==> src/rtl/calc_pkg.sv <==
// Shared definitions for the calculator sequencer: op codes, instruction layout, NOP word, FSM states.
package calc_pkg;

  localparam logic [2:0] OP_AND = 3'b000;
  localparam logic [2:0] OP_ADD = 3'b010;
  localparam logic [2:0] OP_SUB = 3'b110;
  localparam logic [2:0] OP_SLT = 3'b111;

  localparam int INSTR_W  = 12;
  localparam int HALT_BIT = 11;
  localparam int CTRL_LSB = 8;
  localparam int RD_LSB   = 6;
  localparam int WE_LSB   = 4;
  localparam int IMM_LSB  = 0;

  // r0 = r0 + 0: safe to present while the calculator writes every cycle
  localparam logic [INSTR_W-1:0] NOP_WORD = 12'h200;

  typedef enum logic [1:0] {
    ST_IDLE = 2'd0,
    ST_RUN  = 2'd1,
    ST_DONE = 2'd2
  } seq_state_e;

  function automatic logic op_illegal(input logic [2:0] op);
    return !(op inside {OP_AND, OP_ADD, OP_SUB, OP_SLT});
  endfunction

endpackage

==> src/rtl/calc_prog_mem.sv <==
// Program store: DEPTH x 12, synchronous write, combinational read. Contents are not reset.
module calc_prog_mem
  import calc_pkg::*;
#(
  parameter int DEPTH  = 16,
  parameter int ADDR_W = 4
) (
  input  logic               clk,
  input  logic               we,
  input  logic [ADDR_W-1:0]  waddr,
  input  logic [INSTR_W-1:0] wdata,
  input  logic [ADDR_W-1:0]  raddr,
  output logic [INSTR_W-1:0] rdata
);

  logic [DEPTH-1:0][INSTR_W-1:0] mem;

  always_ff @(posedge clk) begin
    if (we) mem[waddr] <= wdata;
  end

  assign rdata = mem[raddr];

endmodule

==> src/rtl/calc_sequencer.sv <==
// Program counter + FSM issuing one calculator instruction per clock from calc_prog_mem.
// Optional CALC_SEQ_ILLEGAL_TRAP_EN: stop the run with a sticky error on an unsupported op code.
module calc_sequencer
  import calc_pkg::*;
#(
  parameter int DEPTH  = 16,
  parameter int ADDR_W = 4
) (
  input  logic              clk,
  input  logic              reset,
  input  logic              prog_we,
  input  logic [ADDR_W-1:0] prog_addr,
  input  logic [11:0]       prog_data,
  input  logic              start,
  output logic [2:0]        control,
  output logic [1:0]        rd_addr,
  output logic [1:0]        we_addr,
  output logic [3:0]        immediate,
  output logic              issue_valid,
  output logic              busy,
  output logic              done,
  output logic              error,
  output logic [ADDR_W-1:0] pc,
  output logic [ADDR_W:0]   issued_cnt
);

  seq_state_e         state;
  logic [ADDR_W-1:0]  fetch_idx;
  logic [INSTR_W-1:0] word;
  logic               halt, illegal, stop, last, start_ok, do_eval;
  logic [ADDR_W:0]    cnt_base, cnt_inc;

  calc_prog_mem #(.DEPTH(DEPTH), .ADDR_W(ADDR_W)) u_mem (
    .clk   (clk),
    .we    (prog_we && state == ST_IDLE),
    .waddr (prog_addr),
    .wdata (prog_data),
    .raddr (fetch_idx),
    .rdata (word)
  );

  // The output registers are loaded straight from the fetched word, so pc
  // always names the word currently on the outputs.
  assign fetch_idx = (state == ST_IDLE) ? '0 : pc + ADDR_W'(1);
  assign last      = (pc == ADDR_W'(DEPTH - 1));
  assign start_ok  = (state == ST_IDLE) && start && !prog_we;
  assign do_eval   = start_ok || (state == ST_RUN && !last);
  assign halt      = word[HALT_BIT];
`ifdef CALC_SEQ_ILLEGAL_TRAP_EN
  assign illegal   = !halt && op_illegal(word[CTRL_LSB +: 3]);
`else
  assign illegal   = 1'b0;
`endif
  assign stop      = halt || illegal;
  assign cnt_base  = start_ok ? '0 : issued_cnt;
  assign cnt_inc   = (cnt_base == (ADDR_W+1)'(DEPTH)) ? cnt_base : cnt_base + 1'b1;

  always_ff @(posedge clk or posedge reset) begin
    if (reset) begin
      state       <= ST_IDLE;
      control     <= OP_ADD;
      rd_addr     <= '0;
      we_addr     <= '0;
      immediate   <= '0;
      issue_valid <= 1'b0;
      busy        <= 1'b0;
      done        <= 1'b0;
      error       <= 1'b0;
      pc          <= '0;
      issued_cnt  <= '0;
    end else begin
      control     <= NOP_WORD[CTRL_LSB +: 3];
      rd_addr     <= NOP_WORD[RD_LSB +: 2];
      we_addr     <= NOP_WORD[WE_LSB +: 2];
      immediate   <= NOP_WORD[IMM_LSB +: 4];
      issue_valid <= 1'b0;
      busy        <= 1'b0;
      done        <= 1'b0;
      if (start_ok) error <= 1'b0;
      if (do_eval) begin
        pc <= fetch_idx;
        if (stop) begin
          state      <= ST_DONE;
          done       <= 1'b1;
          issued_cnt <= cnt_base;
          if (illegal) error <= 1'b1;
        end else begin
          state       <= ST_RUN;
          busy        <= 1'b1;
          issue_valid <= 1'b1;
          control     <= word[CTRL_LSB +: 3];
          rd_addr     <= word[RD_LSB +: 2];
          we_addr     <= word[WE_LSB +: 2];
          immediate   <= word[IMM_LSB +: 4];
          issued_cnt  <= cnt_inc;
        end
      end else if (state == ST_RUN) begin
        state <= ST_DONE;
        done  <= 1'b1;
      end else if (state == ST_DONE) begin
        state <= ST_IDLE;
      end
    end
  end

endmodule

==> config.mk <==
export PLATFORM = sky130hd
export DESIGN_NAME = calc_sequencer
export DESIGN_NICKNAME = d
export VERILOG_FILES = /design/src/rtl/calc_pkg.sv /design/src/rtl/calc_prog_mem.sv /design/src/rtl/calc_sequencer.sv
export SDC_FILE = /design/constraint.sdc
export NUM_CORES = 1
export LEC_CHECK = 0
export ABC_AREA = 1
export CORE_AREA = 2 2 144 146
export CTS_CLUSTER_DIAMETER = 80
export DETAILED_ROUTE_END_ITERATION = 8
export DIE_AREA = 0 0 146 148
export SKIP_CTS_REPAIR_TIMING = 1
export SKIP_LAST_GASP = 1
export SLEW_MARGIN = 20
export SYNTH_ARGS = -nofsm -noshare
export SYNTH_HDL_FRONTEND = slang
export SYNTH_SLANG_ARGS = --single-unit
==> constraint.sdc <==
create_clock -name clk -period 4.5 [get_ports clk]
set_input_delay 0.9 -clock clk [delete_from_list [all_inputs] [get_ports clk]]
set_output_delay 0.9 -clock clk [all_outputs]
set_load 0.01 [all_outputs]
==> flow_metrics.env <==
export IMPL_synthArstFlopShare=0.1111
export IMPL_finalCriticalPeriod_ns=2.788
export IMPL_synthTopCellsByCount="nand2_1, edfxtp_1, nand3_1"
export IMPL_switchingPower_mw=0.7867
export IMPL_end_kind="flop"
export IMPL_drtIter0Drc=594
export IMPL_slew_viol_final=0
export IMPL_cp_slowest_cell="clkinv_2"
export IMPL_final_setup_viol_count=0
export IMPL_multi_input_area_mm2=0.002222
export IMPL_yosys_area_top_type="edfxtp_1"
export IMPL_yosysMostFrequentCell="nand2_1"
export IMPL_synth_ff_type="edfxtp_1"
export IMPL_gp_congestion=0.8555
export IMPL_netlist_cell_type_count=32
export IMPL_yosys_warnings=0
export IMPL_register_area_mm2=0.006367
export IMPL_crit_path_start_kind="flop"
export IMPL_nNetsFinal=821
export IMPL_rsz0062_at_grt="false"
export IMPL_fillCellCount=1740
export IMPL_grt_pass1_vias=5488
export IMPL_hp_class="flop to flop"
export IMPL_fin_skew_ns=0.01036
export IMPL_max_clock_freq_ghz=0.3587
export IMPL_die_w_um=146
export IMPL_num_vias=5796
export IMPL_r2r_end="immediate[2]$_DFF_PP0_"
export IMPL_p_per_area_mw_per_mm2=397.8
export IMPL_rows=52
export IMPL_dp_hpwl_mm=13.73
export IMPL_slowest_delay_ns=0.63
export IMPL_grt_start_max_net_pins=53
export IMPL_crit_fanout=44
export IMPL_drive_above_1_share=0.09058
export IMPL_synth_area_mm2=0.008925
export IMPL_dr_pass1_iters=5
export IMPL_power_frac_comb=0.015
export IMPL_numCtsBuffers=23
export IMPL_cts_tree="yes"
export IMPL_grt_first_pass_wirelength_mm=33.25
export IMPL_die_height_um=148
export IMPL_worst_skew_pair_late_latency_ns=0.51
export IMPL_synth_seq_cells=216
export IMPL_cp_cell_sequence="ha_1 > nand2_4 > clkinv_2 > nand3_1 > nand3_1 > nand3_1 > nand2_1 > nor2_4"
export IMPL_cap_violations=0
export IMPL_ant_nets=0
export IMPL_holdPathStages=2
export IMPL_slew_headroom=0.2582
export IMPL_area_delta_synth_final_pct=15.38
export IMPL_viasPerCell=5.332
export IMPL_cp_common_cell="nand3_1"
export IMPL_hold_start="issued_cnt[0]$_DFFE_PP0P_"
export IMPL_grt_ovfl_total=0
export IMPL_tightest_slew_ns=1.109
export IMPL_fin_setup_tns_ns=0
export IMPL_p_leak_nw=3.798
export IMPL_initial_core_util=0.4454
export IMPL_clockRootBuffer="clkbuf_16"
export IMPL_io_pins=44
export IMPL_hold_slack_ns=0.5366
export IMPL_dieArea_mm2=0.02161
export IMPL_final_hold_viol_count=0
export IMPL_synth_area_leaders="edfxtp_1, nand2_1, nand3_1"
export IMPL_cts_sinks=216
export IMPL_synthesis_nets=781
export IMPL_ff2ff_setup_slack_ns=1.71
export IMPL_r2r_cells=8
export IMPL_clkTransAtPathRegs_ns=0.06
export IMPL_period_share=0.6195
export IMPL_antenna_found_initial=0
export IMPL_cts_htree_levels=1
export IMPL_p_int_mw=3.310
export IMPL_clock_tree_buffer_depth=3
export IMPL_grtUsageTotal=0.2042
export IMPL_critPathKind="flop to flop"
export IMPL_wl_per_cell_um=20.10
export IMPL_synthCells=760
export IMPL_critPathLaunch="pc[0]$_DFFE_PP0P_"
export IMPL_timing_rr_start="pc[0]$_DFFE_PP0P_"
export IMPL_synth_edf_count=192
export IMPL_diodes=0
export IMPL_ir_drop_v=0.0002558
export IMPL_crit_required_ns=4.94
export IMPL_outcome="finished, final reports clean"
export IMPL_netlist_area_leader_share=0.6460
export IMPL_holdPathEnd="issued_cnt[0]$_DFFE_PP0P_"
export IMPL_cp_arrival_ns=3.23
export IMPL_avgSynthCellArea_um2=11.74
export IMPL_switching_share=0.1920
export IMPL_core_mm2=0.02004
export IMPL_drc_errors=0
export IMPL_power_frac_seq=0.533
export IMPL_routed_wl_mm=21.85
export IMPL_total_power_mw=4.097
export IMPL_synth_seq_area_share=0.7134
export IMPL_pwr_share_clk=0.452
export IMPL_io_buffer_count=42
[cell type report]
cell class / count / area share
clock inverters: 14 / 0.01409
well taps: 270 / 0.03281
inverters: 33 / 0.01239
clock buffers: 28 / 0.05772
repair buffers: 53 / 0.04885
multi-input cells: 473 / 0.2158
flip-flops and latches: 216 / 0.6183
[sequential cells by signal (all words and copies together) (netlist names)]
| name | flops |
|---|---|
| busy | 1 |
| control | 3 |
| done | 1 |
| immediate | 4 |
| issued_cnt | 5 |
| pc | 4 |
| rd_addr | 2 |
| state | 2 |
| u_mem.mem | 192 |
| we_addr | 2 |
[routing by layer]
metal / track usage / vias to the layer above / part of all wire
li1: - / 2709 / -
met5: 0 / - / 0
met3: 0.03086 / 32 / 0.068
met2: 0.3422 / 230 / 0.48
met1: 0.2838 / 2825 / 0.43
met4: 0.04903 / 0 / 0.021
[layout by cell type (no fill, tap or decap), types with 2 or more instances in the layout]
cell type / Yosys / layout
bufinv_16: 0 / 3
inv_1: 28 / 28
or2_2: 2 / 2
clkinv_1: 0 / 5
edfxtp_1: 192 / 192
nand3_1: 156 / 156
clkdlybuf4s50_1: 0 / 42
a21oi_1: 3 / 3
clkbuf_16: 0 / 23
nor2_1: 48 / 48
o21ai_0: 13 / 13
nand2_1: 214 / 214
dfrtp_1: 23 / 23
nor2_4: 10 / 10
o211ai_1: 7 / 7
xor2_1: 3 / 3
nand2_4: 4 / 4
buf_4: 8 / 11
clkinv_2: 1 / 5
inv_2: 3 / 3
nand3_2: 5 / 5
clkbuf_1: 13 / 5
[worst max-delay path by stage]
stage,to,slack (ns)
3_5_place_dp,u_mem.mem[126]$_DFFE_PP_,1.43
2_1_floorplan,u_mem.mem[120]$_DFFE_PP_,2.29
4_1_cts,immediate[1]$_DFF_PP0_,1.74
3_3_place_gp,u_mem.mem[138]$_DFFE_PP_,1.45
6_report,immediate[2]$_DFF_PP0_,1.71
5_1_grt,immediate[1]$_DFF_PP0_,1.55
[worst max-delay path: cells and delay by family (launching register included)]
| family | cells | cell delay (ns) |
|---|---|---|
| buf+inv | 1 | 0.63 |
| simple gates | 6 | 1.26 |
| fa+ha+maj | 1 | 0.36 |
| flops | 1 | 0.45 |
[per-stage QoR]
step                  util  cell area [um^2]  std cells  worst slack, ns
global placement    0.4770              9558       1045            1.449
CTS                 0.5139             10300       1087            1.743
detailed placement  0.4770              9558       1045            1.431
global route        0.5139             10300       1087            1.553
finish              0.5139             10300       1087            1.712
floorplan                -              8925        760            2.292
[power by group through the flow]
stage               combinational (mW)  sequential (mW)  clock (mW)
floorplan                      0.00755             2.23           0
global placement                0.0609             2.23           0
detailed placement              0.0624             2.23           0
CTS                             0.0626             2.18        1.87
global route                    0.0661             2.18        1.96
finish                          0.0608             2.18        1.85
[cells by family after synthesis]
logic type      Yosys count  share of synthesized area
flops                   216                     0.7134
xor+xnor                  4                   0.003926
compound gates           25                    0.01640
buf+inv                  71                    0.03841
simple gates            442                     0.2260
other cells               1                  0.0004202
fa+ha+maj                 1                   0.001402
Power figures use the tool's default switching activity.
